**src/rtl/uart_tx_arbiter.sv**
```systemverilog
// Round-robin arbiter sharing one UART transmitter between NUM_REQ byte producers,
// with an inter-frame gap and a watchdog that aborts a transmitter that never completes.
module uart_tx_arbiter #(
  parameter int NUM_REQ      = 4,
  parameter int DATA_BITS    = 8,
  parameter int TIMEOUT_CLKS = 100000,
  parameter int GAP_CLKS     = 2
) (
  input  logic                           clk,
  input  logic                           reset,
  input  logic [NUM_REQ-1:0]             req_valid,
  input  logic [NUM_REQ*DATA_BITS-1:0]   req_data,
  output logic [NUM_REQ-1:0]             req_ready,
  output logic [NUM_REQ-1:0]             req_done,
  output logic [DATA_BITS-1:0]           uart_tx_data,
  output logic                           uart_tx_en,
  input  logic                           uart_tx_done,
  output logic                           uart_tx_rst,
  output logic                           busy,
  output logic [$clog2(NUM_REQ)-1:0]     grant_id,
  output logic                           timeout_err
);

  localparam int IDW = $clog2(NUM_REQ);
  localparam int TW  = $clog2(TIMEOUT_CLKS + 1);
  localparam int GW  = $clog2(GAP_CLKS + 1);

  typedef enum logic [1:0] {S_IDLE, S_SEND, S_GAP} state_t;

  state_t          r_state;
  logic [TW-1:0]   r_tmo_cnt;
  logic [GW-1:0]   r_gap_cnt;

  logic            w_found;
  logic [IDW-1:0]  w_pick;

  // Scan from the farthest candidate back to the nearest so the requester right
  // after the last grant overwrites everyone else and wins.
  always_comb begin
    // NOTE: every always_comb output gets a default first so no path leaves it unassigned (no latch).
    w_found = 1'b0;
    w_pick  = grant_id;
    for (int k = NUM_REQ; k >= 1; k--) begin
      if (req_valid[(int'(grant_id) + k) % NUM_REQ]) begin
        w_found = 1'b1;
        w_pick  = IDW'((int'(grant_id) + k) % NUM_REQ);
      end
    end
  end

  always_ff @(posedge clk) begin
    if (reset) begin
      r_state      <= S_IDLE;
      r_tmo_cnt    <= '0;
      r_gap_cnt    <= '0;
      req_ready    <= '0;
      req_done     <= '0;
      uart_tx_data <= '0;
      uart_tx_en   <= 1'b0;
      uart_tx_rst  <= 1'b0;
      busy         <= 1'b0;
      grant_id     <= IDW'(NUM_REQ - 1);
      timeout_err  <= 1'b0;
    end else begin
      // NOTE: non-blocking defaults here turn the pulse outputs into one-cycle strobes;
      // a later assignment in the same block overrides them for that edge only.
      req_ready   <= '0;
      req_done    <= '0;
      uart_tx_rst <= 1'b0;

      case (r_state)
        S_IDLE: begin
          if (w_found) begin
            uart_tx_data <= req_data[w_pick*DATA_BITS +: DATA_BITS];
            grant_id     <= w_pick;
            req_ready    <= NUM_REQ'(1) << w_pick;
            uart_tx_en   <= 1'b1;
            busy         <= 1'b1;
            r_tmo_cnt    <= '0;
            r_state      <= S_SEND;
          end
        end

        S_SEND: begin
          if (uart_tx_done) begin
            req_done   <= NUM_REQ'(1) << grant_id;
            uart_tx_en <= 1'b0;
            r_gap_cnt  <= GW'(GAP_CLKS - 1);
            r_state    <= S_GAP;
          end else if (r_tmo_cnt == TW'(TIMEOUT_CLKS - 1)) begin
            // This edge is the TIMEOUT_CLKS-th cycle in SEND without completion.
            uart_tx_en  <= 1'b0;
            uart_tx_rst <= 1'b1;
            timeout_err <= 1'b1;
            r_gap_cnt   <= GW'(GAP_CLKS - 1);
            r_state     <= S_GAP;
          end else begin
            r_tmo_cnt <= r_tmo_cnt + 1'b1;
          end
        end

        S_GAP: begin
          if (r_gap_cnt == '0) begin
            busy    <= 1'b0;
            r_state <= S_IDLE;
          end else begin
            r_gap_cnt <= r_gap_cnt - 1'b1;
          end
        end

        default: r_state <= S_IDLE;
      endcase
    end
  end

endmodule

```
**config.mk**
```make
export PLATFORM = sky130hd
export DESIGN_NAME = uart_tx_arbiter
export DESIGN_NICKNAME = d
export VERILOG_FILES = /design/src/rtl/uart_tx_arbiter.sv
export SDC_FILE = /design/constraint.sdc
export NUM_CORES = 1
export LEC_CHECK = 0
export BUFFER_PORTS_ARGS = -buffer_cell sky130_fd_sc_hd__buf_2
export CORE_ASPECT_RATIO = 1.1
export CORE_UTILIZATION = 52
export CTS_CLUSTER_SIZE = 10
export DETAILED_ROUTE_END_ITERATION = 7
export PLACE_DENSITY = 0.79
export SYNTH_ARGS = -nofsm -noshare
export SYNTH_HDL_FRONTEND = slang
export SYNTH_SLANG_ARGS = --single-unit
```
**constraint.sdc**
```tcl
create_clock -name clk -period 2.3 [get_ports clk]
set_input_delay 0.575 -clock clk [delete_from_list [all_inputs] [get_ports clk]]
set_output_delay 0.575 -clock clk [all_outputs]
set_load 0.05 [all_outputs]
```
Yosys cells after proc, flatten, opt, wreduce, memory -nomap -nowiden
Index checks and enable logic that the tools add are counted.

Add/sub/neg operators: 6. Equal/unequal tests: 9. $lt $le $gt $ge: 4. Mux-type cells: 40. Reduce and logical (&&, ||, !) cells: 19. Shifts and indexed selects: 3. Bitwise gates (word level): 8.

Operators by type and width (number): 17-bit two-way mux (3); 17-bit case mux with 2 select lines (1); 32-bit by 6-bit indexed part select with 8-bit output (1); 2-bit two-way mux (11); 17-bit by 1-bit adder with 17-bit output (second input constant) (1); 17-bit == test (second input constant) (1); 1-bit two-way mux (17); 3-bit by 4-bit less-than comparator with 1-bit output (second input constant) (4); 3-bit AND reduction (5); 2-bit inequality test (second input constant) (5); 3-bit OR reduction (3); 1-bit binary-select mux with 2-bit select (4); 2-bit OR reduction (4); 1-bit by 2-bit << shifter with 4-bit output (first input constant) (2); 2-bit case mux with 3 select lines (1); 2-bit nonzero test (3); 2-bit by 1-bit adder with 2-bit output (second input constant) (2); 2-bit adder (second input constant) (2); 1-bit bitwise AND (first input constant) (4); 2-bit logical NOT (2); 1-bit NOT (4); 1-bit case mux with 2 select lines (2); 2-bit case mux with 2 select lines (1); 4-bit AND reduction (1); other kinds (5) (5).

Word-level logic and storage cells: 100. Register bits after elaboration: 43. Input bits: 39.

Longest topological paths before layout
Gate-level depths: netlist of run 1.

Depth after elaboration: 12. Mapped depth: 6. Mapped depth without buffers: 6.

Worst setup path before layout of run 1
Ideal clock, no wire load.

Path type: register to register. Start: register grant_id[1]. End: register uart_tx_data[0]. Setup slack: 223 ps. Stages on the path, launching flop included: 6. Required time: 2178 ps. Data arrival time: 1955 ps. Library setup time: 122 ps. Clock period less this slack: 2077 ps. Cell sequence: dfxtp_1 -> mux2i_1 -> o22ai_1 -> nor2_2 -> mux2_2 -> a311o_1.

Word-level cells in the longest chain between the ends: 9. Elaborated cells between the ends (all ways): 26.

RTL lines: start: declaration (RTL line 20) `output logic [$clog2(NUM_REQ)-1:0] grant_id,`; start signal: assignment (RTL line 62) `grant_id <= IDW'(NUM_REQ - 1);`; start signal: assignment (RTL line 75) `grant_id <= w_pick;`; 2-bit by 1-bit adder with 2-bit output (RTL line 44, 46); 1-bit binary-select mux with 2-bit select (RTL line 44) `if (req_valid[(int'(grant_id) + k) % NUM_REQ]) begin`; 1-bit two-way mux (not written as such) (2 in series) (RTL line 44); 2-bit two-way mux or 1-bit two-way mux (tied branches) (4 in series) (RTL line 44); 32-bit by 6-bit indexed part select with 8-bit output or 2-bit AND reduction (tied branches); end signal: assignment (RTL line 74) `uart_tx_data <= req_data[w_pick*DATA_BITS +: DATA_BITS];`; end: declaration (RTL line 15) `output logic [DATA_BITS-1:0] uart_tx_data,`.

Several ways; a longest one is shown, not always the timed one. The select of a mux whose other input is x is not followed. A chain may end at the register's enable or synchronous reset.

Worst setup path in the final report of run 1
Start: register r_tmo_cnt[0]. End: register r_tmo_cnt[13].

Word-level cells in the longest chain between the ends: 4. Elaborated cells between the ends (all ways): 7.

RTL lines: start: declaration (RTL line 31) `logic [TW-1:0] r_tmo_cnt;`; start signal: assignment (RTL line 98) `r_tmo_cnt <= r_tmo_cnt + 1'b1;`; 17-bit by 1-bit adder with 17-bit output (RTL line 98); 17-bit two-way mux (RTL line 90) `end else if (r_tmo_cnt == TW'(TIMEOUT_CLKS - 1)) begin`; 17-bit two-way mux (RTL line 85) `if (uart_tx_done) begin`; 17-bit case mux with 2 select lines (RTL line 71) `case (r_state)`.

Several ways; a longest one is shown, not always the timed one. The select of a mux whose other input is x is not followed.

==> results of run 1 <==
[area by class of cell]
type	instances	area, µm²	share of cell area
Multi-Input combinational cell	195	1290	0.4716
Timing Repair Buffer	66	345.3	0.1263
Tap cell	52	65.06	0.02379
Sequential cell	43	860.8	0.3147
Inverter	10	37.54	0.01372
Clock inverter	3	67.56	0.02470
Clock buffer	5	68.82	0.02516
[worst min-delay path by stage]
stage | start | endpoint | slack (ns) | cells past startpoint
detailed placement | timeout_err | timeout_err | 0.43 | 2
finish | timeout_err | timeout_err | 0.44 | 2
floorplan | r_gap_cnt[1] | r_gap_cnt[1] | 0.45 | 2
global route | timeout_err | timeout_err | 0.49 | 2
global placement | timeout_err | timeout_err | 0.43 | 2
CTS | timeout_err | timeout_err | 0.45 | 2
[cell families (layout without fill, tap and decap cells)]
logic type	after synthesis	count (layout)	share of synthesized area
muxes	3	3	0.01402
xor gates and xnor gates	12	12	0.04711
buffers and inverters	19	84	0.03589
and+or+nand+nor	108	108	0.2737
DFF	43	43	0.3859
adders and majority gates	2	2	0.01122
AOI/OAI and AO/OA	70	70	0.2322
[placed cells by master (no fill, tap or decap), types with 3 or more instances in the layout]
cell type and count:
buf_2 60, dfxtp_1 43, nand3_1 24, nor2_1 23
a21oi_1 13, nand2_1 11, o21ai_0 11, inv_1 9
and3_1 8, xor2_1 8, nor2b_1 6, o211ai_1 6
buf_4 6, nor3_1 5, and2_1 5, a21bo_2 5
a32oi_1 5, clkbuf_8 5, xnor2_1 4, nand4_1 3
or3_1 3, nand2b_1 3, o21a_1 3, a31oi_1 3
[flip-flops by register name, summed over array words and instances, names as in the netlist]
signal	cells
r_tmo_cnt	17
uart_tx_en	1
timeout_err	1
req_done	4
r_gap_cnt	2
r_state	2
busy	1
req_ready	4
grant_id	2
uart_tx_rst	1
uart_tx_data	8
[per-layer routing]
metal  vias up  part of all wire  GRT usage
met5         -                 0          0
met2        76              0.51     0.4409
met4         0            0.0082    0.07407
li1       1080                 -          -
met1      1004              0.42     0.2986
met3         6             0.056    0.06452
[per-stage QoR]
stage	total power [mW]	hold slack (ns)	setup WS [ns]	cell area, µm²
after floorplan	1.225	0.4480	0.2227	2231
after global placement	1.371	0.4310	0.2786	2599
after detailed placement	1.378	0.4331	0.2237	2599
after CTS	2.081	0.4460	0.3690	2735
after global routing	2.165	0.4889	0.1420	2735
final	2.075	0.4444	0.3537	2735
[worst max-delay path, delay by kind of cell, from the launching register on]
family	cells	cell delay (ns)
adder cells (fa/ha/maj)	1	0.25
AND/OR/NAND/NOR	2	0.53
flip-flops	1	0.34
AO/OA/AOI/OAI	3	0.74
[where the power goes]
group / total [mW] / internal [mW] / switching, mW / leakage [nW]
registers: 0.838 / 0.794 / 0.0434 / 0.350
logic: 0.526 / 0.168 / 0.357 / 0.753
clock network: 0.712 / 0.433 / 0.279 / 0.0644
total: 2.08 / 1.40 / 0.680 / 1.17
==> flow_metrics.tcl, run 1 <==
set metrics [dict create \
    routedWlPerCell_um 14.40 \
    maxSlewHeadroom 0.5085 \
    drt_iter0_markers 122 \
    insertion_delay_ns 0.30 \
    setup_viol 0 \
    synthArstFlopShare 0 \
    crit_chain "ha_1 -> nor3b_1 -> a311oi_2 -> o311ai_2 -> or3_1 -> a21oi_1" \
    reg2reg_from "r_tmo_cnt[0]" \
    grt_max_degree 15 \
    setup.worst_path.end_class "register" \
    ys_seq_area_frac 0.3859 \
    status "finished clean" \
    synth_flop_cell "dfxtp_1" \
    critPathKind "register to register" \
    maxCapViolCount 0 \
    cts.repair.resized 0 \
    antenna_left 0 \
    diodes 0 \
    first_pass_iters 5 \
    reg2reg_to "r_tmo_cnt[13]" \
    max_stage_delay_ns 0.38 \
    clk_path_buf_depth 2 \
    area_delta_synth_final_pct 22.60 \
    synth_seq_cells 43 \
    drv_slew 0 \
    yosysWarnings 0 \
    fmax_mhz 513.8 \
    postSynthAreaPerCell_um2 8.681 \
    dpl.hpwl_mm 4.017 \
    cts_setup_buffers 0 \
    peakVddDrop_mv 0.4386 \
    cp_data_required_time_ns 2.52 \
    hold_viol_final 0 \
    synth-edff-count 0 \
    crit_end "r_tmo_cnt[13]" \
    path_max_fanout 5 \
    placed_cells_incl_taps 366 \
    cts_buffers 5 \
    crit_path_start "r_tmo_cnt[0]" \
    final_cells 374 \
    cpMaxStageDelayCell "a311oi_2" \
    fin_tns_setup_ns 0 \
    cp.arrival_ns 2.17 \
    dieHeight_um 70.70 \
    hold_path.class "register to register" \
    ioPinCount 61 \
    dieArea_um2 4556 \
    fin_nets 362 \
    yosys-top-cells-area "dfxtp_1 (39%), nand3_1 (5.4%), nor2_1 (3.9%), xor2_1 (3.1%), a21oi_1 (2.9%)" \
    yosysTopAreaCell "dfxtp_1" \
    min_period_over_period 0.8462 \
    reg2reg_slack_ns 0.35 \
    rsz0062_at_grt "no" \
    die_w_um 64.45 \
    drcViolationCount 0 \
    grt_pass1_vias 2042 \
    finalClockSkew_ns 0.007736 \
    core_um2 4024 \
    path_clk_slew_ns 0.08 \
    drive_gt1_frac 0.2919 \
    port_buffers 60 \
    grt_usage 0.2512 \
    route.final.wire_length_mm 5.387 \
    hold_buffers 0 \
    grt_overflow 0 \
    startpoint_type "register" \
    cts_max_level 2 \
    rows 24 \
    leakage_nw 1.168 \
    tightest_slew_ns 0.7311 \
    netlist_area_um2 2231 \
    syn_inst 257 \
    cts_root_buffer "clkbuf_8" \
    vias_per_cell 5.791 \
    synth_top_area_frac 0.3859 \
    r2r_cells 6 \
    period_needed_ns 1.946 \
    yosysMostFrequentCell "dfxtp_1" \
    synth.distinct_cells 62 \
    cts_tree "yes" \
    fin_util 0.6797 \
    cts.sinks 43 \
    synth_common_cells "dfxtp_1 (43), nand3_1 (24), nor2_1 (23)" \
    place_congestion 0.8119 \
    antenna_found_initial 0 \
    power_density_nw_per_um2 758.7 \
    initial_core_util 0.5544 \
    vias 2166 \
    fillers 340 \
    syn_nets 298 \
    grt_pass1_wl_mm 8.942 \
]
No activity file was read; power rests on OpenSTA's default activity.
==> run 2: changes to the inputs <==
ABC_AREA = 1   (was not set)
CORE_UTILIZATION = 49   (was 52)
PLACE_DENSITY = 0.77   (was 0.79)
clock period = 1.66 ns   (was 2.3 ns; I/O delays follow)
==> run 2 against run 1 <==
  * First-iteration DRC count grew 110%
  * Highest routed layer unchanged
  * The flow now finishes with violations (negative setup slack)
  * Critical path type unchanged
  * Largest power group is now combinational logic
  * Utilization grew 10 points
  * Global-route usage grew 2.4 points
  * Final area grew 44%
  * Clock power shrank 10%
  * Die area grew 24%
==> flow_metrics.tcl, run 2 <==
set metrics [dict create \
    fillers 348 \
    grt_pass1_vias 2822 \
    cts_root_buffer "clkbuf_8" \
    clk_path_buf_depth 2 \
    setup.worst_path.end_class "register" \
    path_clk_slew_ns 0.08 \
    synth_top_area_frac 0.3295 \
    fmax_mhz 548.1 \
    placed_cells_incl_taps 559 \
    ys_seq_area_frac 0.3295 \
    final_cells 581 \
    drcViolationCount 0 \
    synthArstFlopShare 0 \
    grt_usage 0.2752 \
    grt_max_degree 18 \
    synth.distinct_cells 32 \
    cp_data_required_time_ns 1.90 \
    drt_iter0_markers 252 \
    synth_common_cells "nand2_1 (97), nand3_1 (71), inv_1 (60)" \
    diodes 0 \
    hold_path.class "input pin to register" \
    synth-edff-count 0 \
    tightest_slew_ns 0.3918 \
    dpl.hpwl_mm 5.282 \
    grt_pass1_wl_mm 12.21 \
    path_max_fanout 8 \
    antenna_found_initial 0 \
    port_buffers 60 \
    place_congestion 0.9305 \
    cts_tree "yes" \
    status "complete, but fails checks" \
    initial_core_util 0.5156 \
    netlist_area_um2 2613 \
    dp_slack_ns -0.1249 \
    rows 27 \
    postSynthAreaPerCell_um2 6.280 \
    drv_slew 0 \
    fin_nets 563 \
    layout_setup_ws_ns -0.1644 \
    vias_per_cell 5.444 \
    vias 3163 \
    final_common_cell "nand2_1" \
    dieHeight_um 78.58 \
    syn_inst 416 \
    dieArea_um2 5628 \
    leakage_nw 1.961 \
    yosysTopAreaCell "dfxtp_1" \
    insertion_delay_ns 0.30 \
    syn_nets 457 \
    routedWlPerCell_um 15.28 \
    cp.arrival_ns 2.06 \
    postPlaceCellArea_um2 3361 \
    largest_reg_flops 17 \
    area_delta_synth_final_pct 51.20 \
    hold_buffers 0 \
    rsz0062_at_grt "yes" \
    regMostFlops "r_tmo_cnt" \
    antenna_left 0 \
    min_period_over_period 1.099 \
    cts_buffers 5 \
    maxCapViolCount 0 \
    reg_top3 "r_tmo_cnt (17), uart_tx_data (8)" \
    yosysWarnings 0 \
    power_density_nw_per_um2 1645 \
    design_power_total_mw 6.497 \
    final_cell_mix "nand2_1 (80), buf_2 (59), inv_1 (58)" \
    yosysMostFrequentCell "nand2_1" \
    multi_input_area_um2 1851 \
    die_w_um 71.62 \
    synth_flop_cell "dfxtp_1" \
    period_needed_ns 1.824 \
    route.final.wire_length_mm 8.879 \
    maxSlewHeadroom 0.7385 \
    hold_viol_final 0 \
    first_pass_iters 7 \
    grt_overflow 0 \
    cts.sinks 43 \
    critPathKind "register to register" \
    synth_seq_cells 43 \
    peakVddDrop_mv 0.8734 \
    drive_gt1_frac 0.4111 \
    finalClockSkew_ns 0.007560 \
    cts_max_level 2 \
    setup_viol 26 \
    violations "negative setup slack" \
    ioPinCount 61 \
    stdcell_area_um2 3950 \
    core_um2 5067 \
    startpoint_type "register" \
    seqCellArea_um2 870.8 \
    yosys-top-cells-area "dfxtp_1 (33%), nand2_1 (14%), nand3_1 (14%), inv_1 (8.6%), nor2_1 (6.2%)" \
]
==> run 2: cell types whose count changed after synthesis, sizes merged, moves of 8 or more <==
cell   previous run  this run
nand2            12       113
and3              8         0
nor2             24        45
inv              10        66
nand3            24        73
==> run 2: cells by family (layout without fill, tap and decap cells) <==
| kind of cell | Yosys count | count (layout) | synth area share |
|---|---|---|---|
| fa+ha+maj | 2 | 2 | 0.009577 |
| buf+inv | 80 | 185 | 0.1279 |
| simple gates | 253 | 255 | 0.4430 |
| flops | 43 | 43 | 0.3295 |
| xor+xnor | 7 | 7 | 0.02347 |
| compound gates | 31 | 31 | 0.06657 |
==> run 2: routing by layer <==
layer | routed length [µm] | share of wire | up-vias | global-route usage
met5 | 0 | 0 | - | 0
met3 | 418 | 0.047 | 34 | 0.04878
met1 | 3496 | 0.39 | 1457 | 0.3110
met2 | 4664 | 0.53 | 136 | 0.5019
met4 | 300 | 0.034 | 0 | 0.1157
li1 | - | - | 1536 | -
==> run 2: timing repair <==
| item | 4_1_cts | 5_1_grt |
|---|---|---|
| hold endpoints to repair | 0 | 0 |
| buffers inserted | 6 | 5 |
| gates cloned | 1 | 3 |
| pin swaps | 5 | 32 |
| setup endpoints to repair | 32 | 35 |
| gates resized for setup | 20 | 69 |
==> run 2: worst paths after layout <==
kind | start | slack [ns] | to | depth (start not counted)
worst max-delay path | grant_id[0] | -0.16 | uart_tx_data[6] | 14
worst min-delay path | uart_tx_done | 0.39 | uart_tx_rst | 2
worst max register to register | grant_id[0] | -0.16 | uart_tx_data[6] | 14
worst min register to register | uart_tx_data[7] | 0.45 | uart_tx_data[7] | 2
==> run 2: final cells by class <==
type / count / area share
clock buffers: 5 / 0.01742
clock inverters: 3 / 0.003801
inverters: 66 / 0.06905
multi-input cells: 295 / 0.4685
flip-flops and latches: 43 / 0.2205
well taps: 58 / 0.01837
repair buffers: 111 / 0.2024
==> run 2: metrics by stage <==
step | utilization | hold WS (ns) | TNS [ns]
after floorplan | - | 0.4564 | -0.1500
after global placement | 0.6632 | 0.4399 | -0.8730
after detailed placement | 0.6632 | 0.4442 | -1.878
after CTS | 0.7064 | 0.3692 | -0.003144
after global routing | 0.7795 | 0.3597 | -4.063
final | 0.7795 | 0.3858 | -1.556
==> run 2: where the power goes <==
| group | switching [mW] | total, mW | internal, mW | leakage (nW) |
|---|---|---|---|---|
| combinational | 2.86 | 4.48 | 1.62 | 1.56 |
| clock | 0.352 | 0.640 | 0.288 | 0.0477 |
| sequential | 0.132 | 1.38 | 1.25 | 0.352 |
==> run 2: critical path, stage by stage, from the launching register on <==
cell	delay [ns]
dfxtp_4	0.38
buf_12	0.12
clkinv_8	0.07
nand2_4	0.08
nand2_4	0.08
nand2_4	0.08
nand2_4	0.07
nand2_4	0.11
nand3_4	0.18
clkbuf_16	0.22
nand3_1	0.10
nand3_2	0.07
nand2_1	0.08
nand2_1	0.06
nand2_1	0.05
